==> src/rtl/spi_rom_pkg.sv <==
// Shared SPI flash ROM protocol definitions: opcodes, field lengths, responder states.
// Latency: n/a (definitions only).
// Backpressure: n/a; imported by both the initiator and the responder side.
package spi_rom_pkg;
    localparam logic [7:0] CMD_READ  = 8'h03;
    localparam logic [7:0] CMD_QREAD = 8'h6B;
    localparam int         CMD_LEN   = 8;
    localparam int         ADDR_LEN  = 24;

    typedef enum logic [2:0] {
        IDLE, CMD, ADDR, DUMMY, DATA1, DATA4, IGNORE
    } responder_state_t;
endpackage

==> src/rtl/spi_pin_sync.sv <==
// Two-flop synchronizer for {mosi, sclk, cs} plus CS/SCLK edge pulses.
// Latency: pins reach the pulse outputs after 2 clk; logic acts on the 3rd edge.
// Backpressure: none; the pins are sampled every clock.
module spi_pin_sync (
    input  logic       clk,
    input  logic       reset,
    input  logic [2:0] pins,       // {mosi, sclk, cs}
    output logic       din,
    output logic       cs_rise,
    output logic       cs_fall,
    output logic       sclk_rise,
    output logic       sclk_fall
);
    logic [2:0] meta_q;
    logic [2:0] sync_q;
    logic       cs_q;
    logic       sclk_q;

    always_ff @(posedge clk or negedge reset) begin
        if (!reset) begin
            meta_q <= '0;
            sync_q <= '0;
            cs_q   <= 1'b0;
            sclk_q <= 1'b0;
        end else begin
            meta_q <= pins;
            sync_q <= meta_q;
            cs_q   <= sync_q[0];
            sclk_q <= sync_q[1];
        end
    end

    assign din       = sync_q[2];
    assign cs_rise   = sync_q[0] & ~cs_q;
    assign cs_fall   = ~sync_q[0] & cs_q;
    assign sclk_rise = sync_q[1] & ~sclk_q;
    assign sclk_fall = ~sync_q[1] & sclk_q;
endmodule

==> src/rtl/spi_rom_responder.sv <==
// SPI flash stand-in serving 03h (and 6Bh with SPI_ROM_RESPONDER_QUAD_EN) from a sync byte memory.
// Latency: 3 clk pin-to-action; io updated <= 4 clk after SCLK fall; mem_rd to load 2 clk.
// Backpressure: none; the initiator owns SCLK, next byte is prefetched a full SCLK period early.
module spi_rom_responder
    import spi_rom_pkg::*;
#(
    parameter int ADDR_BITS    = 10,   // must be >= 8: the opcode shares the address shifter
    parameter int DUMMY_CYCLES = 8
) (
    input  logic                 clk,
    input  logic                 reset,
    input  logic                 spi_cs,
    input  logic                 spi_sclk,
    input  logic                 spi_in0,
    output logic [3:0]           spi_out,
    output logic [3:0]           spi_oe,
    output logic [ADDR_BITS-1:0] mem_addr,
    output logic                 mem_rd,
    input  logic [7:0]           mem_data,
    output logic                 cmd_error
);
    localparam int CNT_W = (DUMMY_CYCLES > ADDR_LEN) ? $clog2(DUMMY_CYCLES + 1) : 5;
    localparam logic [CNT_W-1:0] CMD_LAST  = CNT_W'(CMD_LEN - 1);
    localparam logic [CNT_W-1:0] ADDR_LAST = CNT_W'(ADDR_LEN - 1);
`ifdef SPI_ROM_RESPONDER_QUAD_EN
    localparam logic [CNT_W-1:0] DUMMY_LAST = CNT_W'(DUMMY_CYCLES - 1);
    localparam logic [3:0]       OE_MASK    = 4'b1111;
`else
    localparam logic [3:0]       OE_MASK    = 4'b0010;
`endif

    logic din, cs_rise, cs_fall, sclk_rise, sclk_fall;

    spi_pin_sync u_sync (
        .clk       (clk),
        .reset     (reset),
        .pins      ({spi_in0, spi_sclk, spi_cs}),
        .din       (din),
        .cs_rise   (cs_rise),
        .cs_fall   (cs_fall),
        .sclk_rise (sclk_rise),
        .sclk_fall (sclk_fall)
    );

    responder_state_t     state_q, state_d;
    logic [CNT_W-1:0]     cnt_q;
    logic [ADDR_BITS-2:0] sh_q;
    logic [ADDR_BITS-1:0] shifted;
    logic                 rd_q;
    logic [7:0]           fetch_q;
    logic [7:0]           cur_q;
    logic [2:0]           bit_q;
    logic [3:0]           out_q;
    logic [3:0]           oe_q;
    logic                 addr_done;
    logic                 err_d;
`ifdef SPI_ROM_RESPONDER_QUAD_EN
    logic                 quad_q;
`endif

    // Only the low ADDR_BITS of the 24-bit address survive; upper bits shift out.
    assign shifted = {sh_q, din};

    always_ff @(posedge clk or negedge reset) begin
        if (!reset) state_q <= IDLE;
        else        state_q <= state_d;
    end

    always_comb begin
        state_d   = state_q;
        err_d     = 1'b0;
        addr_done = 1'b0;
        if (cs_fall) begin
            state_d = IDLE;
        end else begin
            case (state_q)
                IDLE: if (cs_rise) state_d = CMD;
                CMD: begin
                    if (sclk_rise && cnt_q == CMD_LAST) begin
                        if (shifted[7:0] == CMD_READ) begin
                            state_d = ADDR;
`ifdef SPI_ROM_RESPONDER_QUAD_EN
                        end else if (shifted[7:0] == CMD_QREAD) begin
                            state_d = ADDR;
`endif
                        end else begin
                            state_d = IGNORE;
                            err_d   = 1'b1;
                        end
                    end
                end
                ADDR: begin
                    if (sclk_rise && cnt_q == ADDR_LAST) begin
                        addr_done = 1'b1;
`ifdef SPI_ROM_RESPONDER_QUAD_EN
                        state_d = quad_q ? ((DUMMY_CYCLES == 0) ? DATA4 : DUMMY) : DATA1;
`else
                        state_d = DATA1;
`endif
                    end
                end
`ifdef SPI_ROM_RESPONDER_QUAD_EN
                DUMMY: if (sclk_rise && cnt_q == DUMMY_LAST) state_d = DATA4;
`endif
                default: ;
            endcase
        end
    end

    always_ff @(posedge clk or negedge reset) begin
        if (!reset) begin
            cnt_q     <= '0;
            sh_q      <= '0;
            rd_q      <= 1'b0;
            fetch_q   <= '0;
            cur_q     <= '0;
            bit_q     <= '0;
            out_q     <= '0;
            oe_q      <= '0;
            mem_addr  <= '0;
            mem_rd    <= 1'b0;
            cmd_error <= 1'b0;
`ifdef SPI_ROM_RESPONDER_QUAD_EN
            quad_q    <= 1'b0;
`endif
        end else begin
            mem_rd    <= 1'b0;
            cmd_error <= err_d;
            rd_q      <= mem_rd & ~cs_fall;
            if (rd_q) fetch_q <= mem_data;

            if (state_d != state_q) cnt_q <= '0;
            else if (sclk_rise)     cnt_q <= cnt_q + CNT_W'(1);

            if (sclk_rise && (state_q == CMD || state_q == ADDR))
                sh_q <= shifted[ADDR_BITS-2:0];
`ifdef SPI_ROM_RESPONDER_QUAD_EN
            if (state_q == CMD && state_d == ADDR)
                quad_q <= (shifted[7:0] == CMD_QREAD);
`endif
            if (addr_done) begin
                mem_addr <= shifted;
                mem_rd   <= 1'b1;
                bit_q    <= '0;
            end

            if (cs_fall) begin
                out_q <= '0;
                oe_q  <= '0;
            end else if (sclk_fall && state_q == DATA1) begin
                // Byte boundary takes the prefetched byte; later bits come from cur_q.
                if (bit_q == 3'd0) begin
                    out_q <= {2'b00, fetch_q[7], 1'b0};
                    cur_q <= {fetch_q[6:0], 1'b0};
                end else begin
                    out_q <= {2'b00, cur_q[7], 1'b0};
                    cur_q <= {cur_q[6:0], 1'b0};
                end
                oe_q  <= 4'b0010;
                bit_q <= bit_q + 3'd1;
                if (bit_q == 3'd7) begin
                    mem_addr <= mem_addr + ADDR_BITS'(1);
                    mem_rd   <= 1'b1;
                end
`ifdef SPI_ROM_RESPONDER_QUAD_EN
            end else if (sclk_fall && state_q == DATA4) begin
                if (!bit_q[0]) begin
                    out_q <= fetch_q[7:4];
                    cur_q <= fetch_q;
                end else begin
                    out_q    <= cur_q[3:0];
                    mem_addr <= mem_addr + ADDR_BITS'(1);
                    mem_rd   <= 1'b1;
                end
                oe_q  <= 4'b1111;
                bit_q <= {2'b00, ~bit_q[0]};
`endif
            end
        end
    end

    assign spi_out = out_q & OE_MASK;
    assign spi_oe  = oe_q & OE_MASK;
endmodule

==> config.mk <==
export PLATFORM = sky130hd
export DESIGN_NAME = spi_rom_responder
export DESIGN_NICKNAME = d
export VERILOG_FILES = /design/src/rtl/spi_rom_pkg.sv /design/src/rtl/spi_pin_sync.sv /design/src/rtl/spi_rom_responder.sv
export SDC_FILE = /design/constraint.sdc
export NUM_CORES = 1
export LEC_CHECK = 0
export BUFFER_PORTS_ARGS = -buffer_cell sky130_fd_sc_hd__buf_4
export CORE_ASPECT_RATIO = 1.2
export CORE_MARGIN = 10
export CORE_UTILIZATION = 60
export CTS_CLUSTER_SIZE = 28
export DETAILED_ROUTE_END_ITERATION = 16
export PLACE_DENSITY = 0.82
export SLEW_MARGIN = 0
export SYNTH_ARGS = -nofsm -noshare
export SYNTH_HDL_FRONTEND = slang
export SYNTH_HIERARCHICAL = 1
export SYNTH_SLANG_ARGS = --single-unit
==> constraint.sdc <==
create_clock -name clk -period 4.2 [get_ports clk]
set_input_delay 0 -clock clk [delete_from_list [all_inputs] [get_ports clk]]
set_output_delay 0 -clock clk [all_outputs]
set_load 0.005 [all_outputs]
======== Yosys cells after proc, flatten, opt, wreduce, memory -nomap -nowiden ========
Cells that the tools add are included.
word-level totals
  flip-flop bits (word level) ............. 61
  input bits .............................. 13
  output and inout bits ................... 20
operators by class
  $add $sub $neg .......................... 3
  equality and inequality tests ........... 8
  reductions and logical operators ........ 10
  bitwise operators ....................... 10
  mux-type cells .......................... 32
operators by type and width
  cell                                           count
  two-way mux 10 bit                             4
  two-way mux 3 bit                              8
  two-way mux 1 bit                              11
  adder 10 x 1 -> 10 bit, second input constant  1
  two-way mux 2 bit                              5
  two-way mux 5 bit                              2
  one-hot mux 3 bit (3 select lines)             1
  == test 8 x 2 -> 1 bit, second input constant  1
  two-way mux 8 bit                              1
  == test 3 bit, second input constant           2
  zero test 3 bit                                2
  adder 5 x 1 -> 5 bit, second input constant    1
  AND 1 bit                                      5
  == test 5 x 3 -> 1 bit, second input constant  1
  == test 5 bit, second input constant           1
  inverter 1 bit                                 5
  logical AND 1 bit                              4
  nonzero test 2 bit                             2
  adder 3 x 1 -> 3 bit, second input constant    1
  == test 3 x 1 -> 1 bit, second input constant  1
  == test 3 x 2 -> 1 bit, second input constant  1
  inequality test 3 bit                          1
  AND reduction 2 bit                            1
  logical OR 1 bit                               1

======== Longest topological paths before layout ========
Gate-level depths: netlist of the first run.
  word-level depth ........................ 10
  mapped depth ............................ 8
  mapped depth without buffers ............ 6

======== Modules after synthesis ========
Netlist of the first run, hierarchy kept.
modules (own cells, without submodules)
  module             cells an instance  times used  area each (µm²)
  spi_rom_responder  223                1           2491.1
  spi_pin_sync       12                 1           235.2

======== Worst setup path after synthesis of the first run ========
Ideal clock, no wire load.
  kind .................................... reg-to-reg
  from .................................... register u_sync.sclk_q
  to ...................................... register mem_addr[7]
  buffers on the path ..................... 3
  setup slack ............................. 2544 ps
  arrival ................................. 1562 ps
  stages on the path, launching flop included .. 8
  data required time ...................... 4106 ps
  period minus slack after synthesis ...... 1656 ps
  cells stage by stage .................... dfrtp_1 -> and2b_2 -> buf_4 -> and4b_1 -> buf_2 -> nand4b_2 -> buf_2 -> a221oi_2
between the ends
  word-level cells in the longest chain between the ends .. 10
  elaborated cells on any way between the ends .. 12
  those cells by class .................... 7 x mux; 3 x bitwise; 2 x reduce/logical
ends and longest elaborated chain
  element                 line                      RTL
  from (decl)             spi_pin_sync.sv:17        logic sclk_q;
  from (signal assigned)  spi_pin_sync.sv:29        sclk_q <= sync_q[1];
  inverter 1 bit (*)      spi_pin_sync.sv:36        assign sclk_rise = sync_q[1] & ~sclk_q;
  AND 1 bit (*)           spi_pin_sync.sv:36
  net sclk_rise           spi_rom_responder.sv:32   logic din, cs_rise, cs_fall, sclk_rise, sclk_fall;
  logical AND 1 bit (*)   spi_rom_responder.sv:93   if (sclk_rise && cnt_q == ADDR_LAST) begin
  two-way mux 1 bit (*)   spi_rom_responder.sv:93
  two-way mux 1 bit (*)   spi_rom_responder.sv:76   case (state_q)
  two-way mux 1 bit (*)   spi_rom_responder.sv:73   if (cs_fall) begin
  two-way mux 10 bit (*)  spi_rom_responder.sv:141  if (addr_done) begin
  two-way mux 10 bit      spi_rom_responder.sv:161  if (bit_q == 3'd7) begin
  two-way mux 10 bit      spi_rom_responder.sv:150  end else if (sclk_fall && state_q == DATA1) begin
  two-way mux 10 bit (*)  spi_rom_responder.sv:147  if (cs_fall) begin
  to (signal assigned)    spi_rom_responder.sv:142  mem_addr <= shifted;
  to (signal assigned)    spi_rom_responder.sv:162  mem_addr <= mem_addr + ADDR_BITS'(1);
  to (decl)               spi_rom_responder.sv:17   output logic [ADDR_BITS-1:0] mem_addr,
The timed path passes the listed nets; every way through them passes the cells marked *.
A chain may end at the register's enable or synchronous reset.

======== Worst setup path in the final report of the first run ========
  from .................................... register u_sync.sclk_q
  to ...................................... register mem_addr[4]
The elaborated chain is that of the path after synthesis.

==> results of run 1 <==
-- metrics by stage --
stage	power, mW	hold slack, ns
after floorplan	0.752	-0.296
after CTS	1.33	0.272
final	1.32	0.254
after global placement	0.787	0.0980
after detailed placement	0.797	0.102
after global routing	1.39	0.308
-- per-layer routing --
layer	routed length (um)	part of all wire	vias up	GRT usage
met5	0	0	-	0
met4	131	0.025	0	0.0910
met3	341	0.064	13	0.0623
met2	2480	0.47	46	0.228
met1	2350	0.44	893	0.181
li1	-	-	910	-
-- cell usage after synthesis, types with 7 or more instances --
master,n
nand2_1,14
mux2_1,9
nor2_1,19
o21ai_1,11
nor3_1,7
inv_1,7
buf_4,9
mux2i_1,8
mux2_2,8
dfrtp_1,58
-- area by class of cell --
cell class	count	area (um2)	share of cell area
clock buffers	11	151	0.0468
clock inverters	5	52.6	0.0162
inverters	7	26.3	0.00812
multi-input cells	157	1160	0.359
flip-flops and latches	58	1450	0.449
well taps	56	70.1	0.0217
repair buffers	39	323	0.0998
-- repair_timing --
item,4_1_cts,5_1_grt
hold buffers,12,0
hold endpoints to repair,69,0
endpoints found under the setup margin,0,0
-- cell families after synthesis --
| logic type | Yosys count |
|---|---|
| AOI/OAI and AO/OA | 40 |
| xor gates and xnor gates | 5 |
| adders and majority gates | 5 |
| buffers and inverters | 25 |
| DFF | 58 |
| muxes | 25 |
| other | 1 |
| and+or+nand+nor | 76 |
-- flip-flops by register name, indices dropped and copies added, names as in the netlist --
register / count
cnt_q: 5
bit_q: 3
state_q: 3
u_sync/sync_q: 3
fetch_q: 8
sh_q: 9
cmd_error: 1
u_sync/cs_q: 1
mem_rd: 1
mem_addr: 10
oe_q: 1
u_sync/sclk_q: 1
u_sync/meta_q: 3
cur_q: 7
rd_q: 1
out_q: 1
-- power groups by stage --
stage / clock network [mW] / registers (mW) / logic (mW)
2_1_floorplan: 0 / 0.653 / 0.0985
3_3_place_gp: 0 / 0.673 / 0.114
3_5_place_dp: 0 / 0.677 / 0.120
4_1_cts: 0.538 / 0.667 / 0.129
5_1_grt: 0.568 / 0.675 / 0.143
6_report: 0.526 / 0.669 / 0.128
-- worst max-delay path, stage by stage (launching register included) --
cell	delay, ns
dfrtp_1	0.36
and2b_2	0.30
and4b_1	0.32
nand4b_2	0.42
a21oi_1	0.33
o221a_1	0.22
-- final timing paths --
| path | start | end |
|---|---|---|
| hold reg to reg | u_sync/meta_q[1] | u_sync/sync_q[1] |
| setup / recovery | u_sync/sclk_q | mem_addr[4] |
| min in group clk | spi_in0 | u_sync/meta_q[2] |
| setup reg to reg | u_sync/sclk_q | mem_addr[4] |
| hold / removal | reset | mem_addr[0] |
| max in group asynchronous | reset | rd_q |
==> results.cfg, run 1 <==
[layout]
antenna_cells = 0
final_common_cell = dfrtp_1
final_nets = 290
fillers = 321
instances_no_fill = 333
layout_common_cells = dfrtp_1, buf_4, nor2_1
syn_to_final_growth_pct = 18.6
design_area_um2 = 3230
drive_above_1_share = 0.231
post-route-util = 0.748

[sta]
hold_viol_final = 0
worst_slew_pin_slew_ns = 0.880
setup-violations-final = 0
max_slew_margin = 0.412
tns_ns = 0
finalMaxSlewViolations = 0
min_period_ns = 2.03
skew_ns = 0.0105
rsz0062_at_grt = false
fin_crit_sh = 0.482
finalWorstSetupSlack_ns = 2.17
fmax_ghz = 0.494

[cts]
numCtsBuffers = 9
clock_latency_ns = 0.35
cts_resized = 0
root_buffer = clkbuf_8
clk_path_buf_depth = 2
cts_tree = built
htreeDepth = 3
clk_pin_slew_ns = 0.07
cts_sinks = 58
cts_setup_buffers = 0

[logic_synthesis]
synth_xor_area_frac = 0.0161
synthArstFlopShare = 1.00
netlist_area_um2 = 2730
synth_area_leaders = dfrtp_1, mux2_1, mux2_2
synth_top_area_cell = dfrtp_1
synth_warnings = 6
syn_inst = 235
synth_top_area_frac = 0.532
synth_cell_type_count = 49
synth-adder-area-share = 0.0229
ys_seq_elements = 58
ys.flop_type = dfrtp_1
synth_top_family_by_area = simple AND/OR/NAND/NOR gates
synthMuxAreaShare = 0.0996
yosys.area_share.simple = 0.177
synth_seq_area_share = 0.532
syn_avg_cell_area_um2 = 11.6
synth-edff-count = 0
synth_compound_area_frac = 0.102

[routing]
drt-pass1-iter-count = 4
drc = 0
drt_iter0_drc = 145
vias = 1862
routed_wirelength_um = 5300
wire_per_inst_um = 15.9
ant_nets = 0
viasPerCell = 5.59

[power_and_ir_drop]
p_clk_frac = 0.398
p_seq_frac = 0.506
p_int_mw = 0.981
power_density_nw_per_um2 = 409
vdd_ir_drop_max_v = 0.000286
combPwrFrac = 0.096
switching_share = 0.258
switchingPower_mw = 0.342
power.leakage_nw = 1.57

[global_routing]
antenna_found_initial = 0
overflow = 0
grt_pass1_wl_um = 8950
grt_usage = 0.153
grt_max_degree = 59
grt_pass1_vias = 1900

[floorplanning]
start_util = 0.630
floorplan.die.height_um = 93.8
ioPinCount = 33
die_x_um = 81.5
core_region_area_um2 = 4330
num_rows = 26
dieArea_um2 = 7650

[critical_path]
r2r_slack_ns = 2.17
reg2reg_depth = 5
worst-setup-path-type = reg2reg
required_ns = 4.48
worstSetupEndpointType = flip-flop
cp.arrival_ns = 2.31
crit_path_start_kind = flip-flop
critPathMaxFanout = 16

[placed_design]
placed_cells = 305
place_area_um2 = 2910
dpl.hpwl_um = 3470
pre_cts_ws_ns = 2.22
globalplace.congestion = 0.782
portBuffers = 26

[job]
maxCapViolations = 0

[outcome]
status = finished clean

[worst_hold_path]
hp-class = in2async
Note: power is estimated with default switching activity, not from simulation.
==> run 2: changes to the inputs <==
--- a/config.mk
+++ b/config.mk
@@ -8,10 +8,10 @@
 export BUFFER_PORTS_ARGS = -buffer_cell sky130_fd_sc_hd__buf_4
 export CORE_ASPECT_RATIO = 1.2
 export CORE_MARGIN = 10
-export CORE_UTILIZATION = 60
+export CORE_UTILIZATION = 57
 export CTS_CLUSTER_SIZE = 28
 export DETAILED_ROUTE_END_ITERATION = 16
-export PLACE_DENSITY = 0.82
+export PLACE_DENSITY = 0.78
 export SLEW_MARGIN = 0
 export SYNTH_ARGS = -nofsm -noshare
 export SYNTH_HDL_FRONTEND = slang
==> constraint.sdc (replaced) <==
create_clock -name clk -period 1.9 [get_ports clk]
set_input_delay 0 -clock clk [delete_from_list [all_inputs] [get_ports clk]]
set_output_delay 0 -clock clk [all_outputs]
set_load 0.005 [all_outputs]
==> run 2 against run 1 <==
  * Critical path depth rose by 1
  * Fmax rose by 12%
  * Worst hold slack got worse by 0.0078 ns
  * Cell area rose by 3.2%
  * Total power rose by 130%
  * Combinational power rose by 130%
  * Core utilization fell by 2.1 points
  * Die area rose by 4.0%
  * Clock skew barely moved
  * Setup slack got worse by 2.1 ns
  * Via count rose by 2.9%
  * Highest routed layer unchanged
==> results.cfg, run 2 (synthesis results as in run 1) <==
[power_and_ir_drop]
vdd_ir_drop_max_v = 0.000677
switchingPower_mw = 0.745
p_clk_frac = 0.412
switching_share = 0.247
combPwrFrac = 0.096
p_total_mw = 3.02
p_int_mw = 2.27
power.leakage_nw = 1.64
p_seq_frac = 0.492
power_density_nw_per_um2 = 903

[placed_design]
globalplace.congestion = 0.828
portBuffers = 26
dpl.hpwl_um = 3610
placed_cells = 316
pre_cts_ws_ns = 0.115
place_area_um2 = 2980

[layout]
reg.largest.list = mem_addr: 10 flops, sh_q: 9 flops, fetch_q: 8 flops
largest_reg_flops = 10
syn_to_final_growth_pct = 22.4
instances_no_fill = 345
final_common_cell = dfrtp_1
final_nets = 300
antenna_cells = 0
regMostFlops = mem_addr
drive_above_1_share = 0.261
design_area_um2 = 3340
layout_common_cells = dfrtp_1, buf_4, nor2_1

[cts]
htreeDepth = 3
cts_tree = built
clk_pin_slew_ns = 0.07
numCtsBuffers = 9
clock_latency_ns = 0.34
root_buffer = clkbuf_8
cts_sinks = 58
clk_path_buf_depth = 2

[sta]
max_slew_margin = 0.529
worst_slew_pin_slew_ns = 0.707
rsz0062_at_grt = false
finalWorstSetupSlack_ns = 0.0840
fmax_ghz = 0.551
finalMaxSlewViolations = 0
min_period_ns = 1.82
fin_crit_sh = 0.956
setup-violations-final = 0
hold_viol_final = 0
skew_ns = 0.0102
tns_ns = 0

[routing]
viasPerCell = 5.55
drt-pass1-iter-count = 4
routed_wirelength_um = 5320
drc = 0
drt_iter0_drc = 83
vias = 1916
ant_nets = 0
wire_per_inst_um = 15.4

[outcome]
status = finished clean

[worst_hold_path]
hp-class = in2async

[floorplanning]
num_rows = 27
core_region_area_um2 = 4590
floorplan.die.height_um = 95.8
ioPinCount = 33
dieArea_um2 = 7960
die_x_um = 83.1
start_util = 0.593

[critical_path]
cp_common_cell = a211oi_1
slowest_stage = nor4b_4
critPathMaxFanout = 4
reg2reg_depth = 6
worst-setup-path-type = reg2reg
r2r_slack_ns = 0.08
reg2reg_from = cnt_q[0]
crit_path_start_kind = flip-flop
worstSetupEndpointType = flip-flop
crit_path_cell_trace = ha_1 -> nand4b_2 -> nor4b_4 -> buf_4 -> a211oi_1 -> a211oi_1
cpPeakStageDelay_ns = 0.42
required_ns = 2.14
r2r_end = mem_addr[5]
cp.arrival_ns = 2.06

[global_routing]
grt_pass1_vias = 1984
antenna_found_initial = 0
overflow = 0
grt_pass1_wl_um = 9380
grt_max_degree = 59
grt_usage = 0.143

[job]
maxCapViolations = 0
run 2: changes by cell type in the layout (fill, tap and decap cells not counted):
cell,change
bufinv_16,+1
clkbuf_8,-1
buf_4,+10
clkinv_2,+1
nor4b_1,-1
nor3_2,-1
nor4b_2,+1
nor3_4,+1
clkinvlp_4,-1
run 2: power groups by stage:
stage | Sequential, mW | Combinational, mW | Clock [mW]
after detailed placement | 1.50 | 0.275 | 0
after floorplan | 1.44 | 0.218 | 0
final | 1.48 | 0.290 | 1.24
after global placement | 1.49 | 0.263 | 0
after CTS | 1.48 | 0.293 | 1.27
after global routing | 1.50 | 0.327 | 1.34
run 2: worst max-delay path by stage:
stage	startpoint	end	cells after the start
final	cnt_q[0]	mem_addr[5]	6
after global routing	cnt_q[0]	mem_addr[8]	6
after CTS	u_sync/sync_q[0]	mem_addr[7]	5
after detailed placement	u_sync/sync_q[0]	mem_addr[7]	5
after global placement	u_sync/sync_q[0]	mem_addr[8]	5
after floorplan	u_sync/sclk_q	mem_addr[7]	7
run 2: layer usage:
metal  global-route usage  routed length (um)  vias up
li1                     -                   -      924
met1                0.166                2370      924
met2                0.231                2490       56
met4               0.0852                 106        0
met3               0.0431                 347       12
met5                    0                   0        -
run 2: critical path, delay by kind of cell (launching register included):
kind            cells  cell delay [ns]
buf+inv             1             0.19
simple gates        2             0.63
flops               1             0.39
fa+ha+maj           1             0.24
compound gates      2             0.27
run 2: metrics by stage:
stage               utilization  hold WS (ns)
detailed placement        0.649        0.0993
global route              0.727         0.316
CTS                       0.722         0.274
floorplan                     -        -0.296
finish                    0.727         0.246
global placement          0.649        0.0940
run 2: repair_timing:
item	in CTS	in global routing
setup endpoints to repair	0	2
endpoints found under the hold margin	69	0
buffers inserted	0	1
hold buffers	12	0
gates resized for setup	0	2
run 2: final cells by class:
| type | instances | area (um2) |
|---|---|---|
| Timing Repair Buffer | 49 | 398 |
| Tap cell | 58 | 72.6 |
| Clock buffer | 10 | 138 |
| Sequential cell | 58 | 1450 |
| Inverter | 7 | 26.3 |
| Multi-Input combinational cell | 157 | 1170 |
| Fill cell | 345 | 1260 |
| Clock inverter | 6 | 80.1 |
